==> src/rtl/bcd_digit_entry_pkg.sv <==
// Shared constants and digit helpers for the front-panel BCD digit-entry block.
package bcd_digit_entry_pkg;

  typedef logic [3:0] digit_t;

  localparam digit_t     DIGIT_MAX  = 4'd9;
  localparam logic [0:0] ST_EDIT    = 1'b0;
  localparam logic [0:0] ST_COMMIT  = 1'b1;
  localparam int         DBNC_CNT_W = 8;

  function automatic digit_t digit_inc(input digit_t d);
    return (d >= DIGIT_MAX) ? 4'd0 : d + 4'd1;
  endfunction

  function automatic digit_t digit_dec(input digit_t d);
    return (d == 4'd0) ? DIGIT_MAX : d - 4'd1;
  endfunction

endpackage

==> src/rtl/bcd_digit_entry_button_debouncer.sv <==
// One push-button path: 2-flop synchronizer, stability counter and a registered
// one-cycle pulse on each accepted press.
module button_debouncer
  import bcd_digit_entry_pkg::*;
#(
  parameter int DEBOUNCE_CYCLES = 4
) (
  input  logic clk,
  input  logic rst_n,
  input  logic raw,
  output logic level,
  output logic pressPulse
);

  localparam logic [DBNC_CNT_W:0] LP_TARGET = DEBOUNCE_CYCLES[DBNC_CNT_W:0];

  logic                  r_sync1;
  logic                  r_sync2;
  logic                  r_level;
  logic                  r_pulse;
  logic [DBNC_CNT_W-1:0] r_cnt;
  logic [DBNC_CNT_W:0]   w_cnt_next;
  logic                  w_flip;

  // The extra counter bit keeps the compare exact even at DEBOUNCE_CYCLES=255.
  assign w_cnt_next = {1'b0, r_cnt} + 9'd1;
  assign w_flip     = (r_sync2 != r_level) && (w_cnt_next == LP_TARGET);

  always_ff @(posedge clk or negedge rst_n) begin
    if (!rst_n) begin
      r_sync1 <= 1'b0;
      r_sync2 <= 1'b0;
      r_cnt   <= '0;
      r_level <= 1'b0;
      r_pulse <= 1'b0;
    end else begin
      r_sync1 <= raw;
      r_sync2 <= r_sync1;
      if (r_sync2 == r_level || w_flip)
        r_cnt <= '0;
      else
        r_cnt <= w_cnt_next[DBNC_CNT_W-1:0];
      if (w_flip)
        r_level <= ~r_level;
      r_pulse <= w_flip & ~r_level;
    end
  end

  assign level      = r_level;
  assign pressPulse = r_pulse;

endmodule

==> src/rtl/bcd_digit_entry.sv <==
// Digit-entry FSM: edits a wrap-around BCD digit from debounced up/down presses
// and commits it on ok over a valid/ready handshake.
module bcd_digit_entry
  import bcd_digit_entry_pkg::*;
#(
  parameter int DEBOUNCE_CYCLES = 4
) (
  input  logic       clk,
  input  logic       rst_n,
  input  logic       btnUp,
  input  logic       btnDown,
  input  logic       btnOk,
  input  logic       digitReady,
  output logic [3:0] bNum,
  output logic [3:0] digitOut,
  output logic       digitValid,
  output logic       editing
);

  logic       w_up_pulse, w_down_pulse, w_ok_pulse;
  logic       w_up_level, w_down_level, w_ok_level;
  logic       w_unused;
  logic [0:0] r_state;
  digit_t     r_bnum;
  digit_t     r_digit_out;
  logic       r_digit_valid;
  logic       r_editing;

  button_debouncer #(.DEBOUNCE_CYCLES(DEBOUNCE_CYCLES)) u_dbnc_up (
    .clk(clk), .rst_n(rst_n), .raw(btnUp), .level(w_up_level), .pressPulse(w_up_pulse)
  );
  button_debouncer #(.DEBOUNCE_CYCLES(DEBOUNCE_CYCLES)) u_dbnc_down (
    .clk(clk), .rst_n(rst_n), .raw(btnDown), .level(w_down_level), .pressPulse(w_down_pulse)
  );
  button_debouncer #(.DEBOUNCE_CYCLES(DEBOUNCE_CYCLES)) u_dbnc_ok (
    .clk(clk), .rst_n(rst_n), .raw(btnOk), .level(w_ok_level), .pressPulse(w_ok_pulse)
  );

  // Only the press pulses drive the FSM; the held levels are not needed here.
  assign w_unused = ^{w_up_level, w_down_level, w_ok_level};

  always_ff @(posedge clk or negedge rst_n) begin
    if (!rst_n) begin
      r_state       <= ST_EDIT;
      r_bnum        <= 4'd0;
      r_digit_out   <= 4'd0;
      r_digit_valid <= 1'b0;
      r_editing     <= 1'b1;
    end else if (r_state == ST_EDIT) begin
      // Ok wins over a coincident up/down so the displayed value is committed.
      if (w_ok_pulse) begin
        r_digit_out   <= r_bnum;
        r_digit_valid <= 1'b1;
        r_editing     <= 1'b0;
        r_state       <= ST_COMMIT;
      end else if (w_up_pulse && !w_down_pulse) begin
        r_bnum <= digit_inc(r_bnum);
      end else if (w_down_pulse && !w_up_pulse) begin
        r_bnum <= digit_dec(r_bnum);
      end
    end else begin
      if (r_digit_valid && digitReady) begin
        r_digit_valid <= 1'b0;
        r_editing     <= 1'b1;
        r_state       <= ST_EDIT;
      end
    end
  end

  assign bNum       = r_bnum;
  assign digitOut   = r_digit_out;
  assign digitValid = r_digit_valid;
  assign editing    = r_editing;

endmodule
==> config.mk <==
export PLATFORM = sky130hd
export DESIGN_NAME = bcd_digit_entry
export DESIGN_NICKNAME = d
export VERILOG_FILES = /design/src/rtl/bcd_digit_entry_pkg.sv /design/src/rtl/bcd_digit_entry_button_debouncer.sv /design/src/rtl/bcd_digit_entry.sv
export SDC_FILE = /design/constraint.sdc
export NUM_CORES = 1
export LEC_CHECK = 0
export ABC_AREA = 1
export ABC_CLOCK_PERIOD_IN_PS = 1400
export BUFFER_PORTS_ARGS = -buffer_cell sky130_fd_sc_hd__buf_2
export CAP_MARGIN = 20
export CORE_UTILIZATION = 56
export CTS_BUF_LIST = sky130_fd_sc_hd__clkbuf_4 sky130_fd_sc_hd__clkbuf_8
export DETAILED_ROUTE_END_ITERATION = 8
export GPL_TIMING_DRIVEN = 0
export PLACE_DENSITY = 0.78
export SETUP_SLACK_MARGIN = 0.4
export SYNTH_ARGS = -nofsm -noshare
export SYNTH_HDL_FRONTEND = slang
export SYNTH_SLANG_ARGS = --single-unit
==> constraint.sdc <==
create_clock -name clk -period 1.4 [get_ports clk]
set_clock_uncertainty 0.05 [all_clocks]
set_input_delay 0.21 -clock clk [delete_from_list [all_inputs] [get_ports clk]]
set_output_delay 0.21 -clock clk [all_outputs]
set_load 0.03 [all_outputs]
# [Word-level counts from Yosys, hierarchy flattened]
# Cells that the tools add are included.
[classes] bitwise=8 n_reduce_logical=17 mul=0 muxes=16 n_shift=0 n_div=0 n_eq_ne=10 n_lt_le_gt_ge=1 addsub=5
[op_table] cell="8-bit by 1-bit adder with 9-bit output, second input constant" count=3
[op_table] cell="9-bit by 3-bit equality test with 1-bit output, second input constant" count=3
[op_table] cell="8-bit two-way mux" count=3
[op_table] cell="4-bit two-way mux" count=4
[op_table] cell="1-bit two-way mux" count=9
[op_table] cell="1-bit logical AND" count=6
[op_table] cell="1-bit NOT" count=5
[op_table] cell="4-bit by 1-bit adder with 4-bit output, second input constant" count=1
[op_table] cell="4-bit >= comparator, second input constant" count=1
[op_table] cell="4-bit zero test" count=1
[op_table] cell="2-bit AND reduction" count=2
[op_table] cell="2-bit nonzero test" count=2
[op_table] cell="4-bit by 1-bit subtractor with 4-bit output, second input constant" count=1
[op_table] cell="1-bit bitwise AND" count=3
[op_table] cell="1-bit equality test" count=3
[op_table] cell="1-bit logical OR" count=3
[op_table] cell="1-bit != test" count=3
[op_table] cell="3-bit AND reduction" count=1
[op_table] cell="1-bit zero test" count=2
[op_table] cell="2-bit by 1-bit != test with 1-bit output, second input constant" count=1
[word_totals] ramBits=0 elab_cells=77 mem_count=0 latchBits=0 output_inout_bits=10 rom_bits=0 reg_bits=47

# [Logic depth before layout (Yosys ltp)]
[logic_depth] word_depth=5 ltp_mapped=10

# [Hierarchy]
# Synthesis repeated with hierarchy kept, for this count alone.
[hier_totals] cells_unflattened=294 hier_area_um2=2443.6
[by_module_without_submodules] mod="button_debouncer at u_dbnc_down ..." area_per_inst_um2=596.8 seq_area_each_um2=300.3 instances=2 cells_each=73
[by_module_without_submodules] mod="bcd_digit_entry" area_per_inst_um2=645.6 seq_area_each_um2=276.5 instances=1 cells_each=77
[by_module_without_submodules] mod="button_debouncer at u_dbnc_ok" area_per_inst_um2=604.3 seq_area_each_um2=300.3 instances=1 cells_each=71

# [Worst setup path before layout]
# OpenSTA, ideal clock, no wires.
[synth_path] path_kind="register to register" start="register r_bnum[0] (netlist: bNum[0])" end="register r_bnum[3] (netlist: bNum[3])" setup_time_ns=0.077 setup_slack_ns=-0.128 stages_incl_launch_ff=9 arrival_time_ns=1.401 period_less_slack_ns=1.528 path_buffers=0 t_required_ns=1.273 cell_sequence="dfrtp_1 > inv_1 > ha_1 > nand2_1 > o21ai_1 > nand2_1 > nor2_1 > nor2_1 > a21oi_1"
[synth_between] elab_chain_len=4 word_cells_on_any_way=8
[synth_lines] element="start, declared" line_no="bcd_digit_entry.sv:24" source="digit_t r_bnum;"
[synth_lines] element="start signal, assigned" line_no="bcd_digit_entry.sv:57" source="r_bnum <= digit_inc(r_bnum);"
[synth_lines] element="start signal, assigned" line_no="bcd_digit_entry.sv:59" source="r_bnum <= digit_dec(r_bnum);"
[synth_lines] element="4-bit by 1-bit subtractor with 4-bit output or 4-bit zero test (tied branches)" line_no="bcd_digit_entry_pkg.sv:16" source="return (d == 4'd0) ? DIGIT_MAX : d - 4'd1;"
[synth_lines] element="4-bit two-way mux" line_no="bcd_digit_entry_pkg.sv:16"
[synth_lines] element="4-bit two-way mux" line_no="bcd_digit_entry.sv:58" source="end else if (w_down_pulse && !w_up_pulse) begin"
[synth_lines] element="4-bit two-way mux (*)" line_no="bcd_digit_entry.sv:56" source="end else if (w_up_pulse && !w_down_pulse) begin"
# Every way passes the cells marked *; elsewhere a longest branch is shown, timed or not. The select of a mux whose other input is x is not followed.
# A chain may end at the register's enable or synchronous reset.

# [Final worst setup path]
[layout_path] start="register u_dbnc_up.r_cnt[6]" end="register u_dbnc_up.r_cnt[2]"
[layout_between] elab_chain_len=5
[layout_lines] element="start, declared" line_no="bcd_digit_entry_button_debouncer.sv:21" source="logic [DBNC_CNT_W-1:0] r_cnt;"
[layout_lines] element="start signal, assigned" line_no="bcd_digit_entry_button_debouncer.sv:42" source="r_cnt <= w_cnt_next[DBNC_CNT_W-1:0];"
[layout_lines] element="8-bit by 1-bit adder with 9-bit output" line_no="bcd_digit_entry_button_debouncer.sv:26" source="assign w_cnt_next = {1'b0, r_cnt} + 9'd1;"
[layout_lines] element="9-bit by 3-bit equality test with 1-bit output" line_no="bcd_digit_entry_button_debouncer.sv:27" source="assign w_flip = (r_sync2 != r_level) && (w_cnt_next == LP_TARGET);"
[layout_lines] element="1-bit logical AND" line_no="bcd_digit_entry_button_debouncer.sv:27"
[layout_lines] element="1-bit logical OR" line_no="bcd_digit_entry_button_debouncer.sv:39" source="if (r_sync2 == r_level || w_flip)"
[layout_lines] element="8-bit two-way mux" line_no="bcd_digit_entry_button_debouncer.sv:39"
# No other way between the ends.

==> metrics.txt <==
Port Buffer Count 15; total gr overflow 0; drt initial violations 114; post-synth net total 291; Mapped Cells 277; Clock transition at path regs 0.10 ns; Req. time, crit path 1.58 ns; Hold Buf Count CTS 3; number of flops mapped to enable cells by yosys 0; TritonCTS clock tree yes; Leakage 1.58 nW; vias in the first global route 1897; Seq/Total Area, Yosys 0.497; Post-synth top cells nand2_1, dfrtp_1, nor2_1, inv_1, nand3_1; Yosys warning count 0; Sink Count 47; fillers 202; Final setup viols 28; P&R area growth vs syn 46.2%; worst hold slack -0.249 ns; Slew @ Worst Pin 0.524 ns; DR vias/cell 5.43; Crit path largest cell delay 0.44 ns; f_max 0.673 GHz; R2R setup slack -0.09 ns; Final ANT Viol Nets 0; crit share post-route 1.06; final hold vios 13; DIE HEIGHT 67.1 µm; clk root buf clkbuf_8; Tot GR Track Use 0.248; pwr dens 1700 mW/mm²; startpoint class of the critical path flop; Initial DRT Pass Iterations 4; final worst setup slack -0.0854 ns; Synth Area per Inst 8.56 µm²; worst hold path class in2async; Critical Path Sink Type flop; max_cap viols 0; Top FF cell, synth dfrtp_1; number of diodes 0; status complete, but fails checks; die span in x 67.1 µm; total CTS buffers 5; Core Rows 23; clock tree buffer depth 2; Yosys top cell area share 0.486; Max Slew Vio Count 0; largest cells by area after synthesis dfrtp_1, nand2_1, nor2_1; utilization after layout 0.860; I/O Pins 16; minimum clock period 1.49 ns; RSZ-0062 raised after global routing true; FF+latch count, synth 47; most common cell in the synthesized netlist nand2_1; Register-to-Register Path Depth 8; ratio of cells with drive above 1 in the final layout 0.483; worst flop-to-flop path startpoint u_dbnc_up.r_cnt[6]; failing checks hold timing, setup timing; area of the mapped netlist 0.00237 mm²; Crit Path Max Fanout 8; detailed-route via count 2162; maximum VDD drop 932 µV; DP HPWL 2760 µm; clk_lat worst skew 0.30 ns; GP Congestion 0.772; worst-path cell with the longest stage delay dfrtp_1; H-Tree Depth 2; Remaining DRCs 0; global-route wire length before repair 8230 µm; RR Endpoint u_dbnc_up.r_cnt[2]; Die ar. 0.00450 mm²; WL final 6170 µm; Post-synth ARST share 1.00; WP data arrival 1.66 ns; Yosys top cell by area dfrtp_1; Post-DP Area 0.00257 mm²; initial antenna violation count 0; CP Class reg2reg; setup tns final -1.29 ns; Layout Nets 361; largest net degree at the start of global routing 48; Final Non-Filler Cells 398; core area 0.00403 mm²; Max-Slew Margin vs Limit 0.650; Synth cell types 30; CP cell instances nand2_2 -> nor2_4 -> nand2_1 -> nand2_1 -> nand2_2 -> nand4_4 -> nand2_8 -> nor2_1; Initial Util 0.588; Placed Cells 342; Final Instance Area 0.00346 mm²; Wirelength per Cell 15.5 µm
-- cells in the final DEF (no fill, tap or decap), types with 2 or more instances in the layout --
master	n
a21oi_1	2
a31oi_1	2
buf_2	5
buf_4	31
buf_6	22
clkbuf_8	7
dfrtp_1	34
dfrtp_2	12
dlygate4sd3_1	3
ha_2	2
ha_4	6
inv_1	33
inv_2	4
inv_4	5
nand2_1	31
nand2_2	25
nand2_4	6
nand3_1	14
nand3_2	7
nand3b_1	2
nand4_1	6
nand4_4	2
nor2_1	28
nor2_2	12
nor2_4	9
o21ai_0	3
o21ai_1	5
o21ai_2	2
o21bai_1	3
xnor2_1	5
xor2_1	6
xor2_2	2
-- sequential cells by signal (all words and copies together), names as in the netlist, 4 cells and up --
name	flops
bNum	4
digitOut	4
u_dbnc_up.r_cnt	8
u_dbnc_down.r_cnt	8
u_dbnc_ok.r_cnt	8
-- how the worst max path moves through the flow --
| stage | start | end | slack, ns | cells past startpoint |
|---|---|---|---|---|
| floorplan | bNum[0] | bNum[3] | 0.04 | 8 |
| global placement | u_dbnc_ok.r_cnt[0] | u_dbnc_ok.r_cnt[2] | -0.08 | 10 |
| detailed placement | u_dbnc_ok.r_cnt[0] | u_dbnc_ok.r_cnt[2] | -0.10 | 10 |
| CTS | u_dbnc_ok.r_cnt[0] | u_dbnc_ok.r_cnt[2] | -0.05 | 10 |
| global route | u_dbnc_ok.r_cnt[0] | u_dbnc_ok.r_cnt[2] | -0.18 | 9 |
| finish | u_dbnc_up.r_cnt[6] | u_dbnc_up.r_cnt[2] | -0.09 | 8 |
-- routing by layer --
metal,vias up,GRT usage,wire (µm)
li1,1010,-,-
met1,1066,0.274,2390
met2,68,0.459,3360
met3,18,0.0497,211
met4,0,0.0904,208
met5,-,0,0
-- power by group --
part | switching (mW) | internal, mW | total, mW
clock | 0.461 | 0.450 | 0.911
combinational | 1.54 | 1.38 | 2.92
sequential | 0.386 | 1.68 | 2.07
total | 2.39 | 3.52 | 5.90
-- cell type report --
class / instances / area [µm²] / share of cell area
multi-input cells: 189 / 1380 / 0.398
flip-flops and latches: 47 / 1190 / 0.344
repair buffers: 62 / 556 / 0.160
inverters: 41 / 164 / 0.0473
clock buffers: 7 / 96.3 / 0.0278
well taps: 50 / 62.6 / 0.0181
clock inverters: 1 / 7.51 / 0.00217
repair inverters: 1 / 6.26 / 0.00181
-- stage by stage --
step	worst slack [ns]	power, mW
after global routing	-0.177	6.22
after global placement	-0.0805	3.55
after CTS	-0.0496	5.26
after detailed placement	-0.102	3.61
after floorplan	0.0373	3.20
final	-0.0854	5.90
-- worst max-delay path: cells and delay by family, from the launching register on --
kind / cells / cell delay (ns)
and+or+nand+nor: 8 / 0.91
DFF: 1 / 0.44
-- cells by family after synthesis --
group	Yosys count	share of synthesized area
AOI/OAI and AO/OA	21	0.0507
xor gates and xnor gates	13	0.0480
adders and majority gates	8	0.0422
buffers and inverters	41	0.0649
DFF	47	0.497
and+or+nand+nor	147	0.297
-- repair_timing --
action | in CTS | in global routing
resized for setup | 76 | 47
buffers inserted | 29 | 14
gates cloned | 1 | 0
pin swaps | 36 | 25
hold endpoints to repair | 3 | 13
setup endpoints to repair | 50 | 51
No activity file was read; power rests on OpenSTA's default activity.
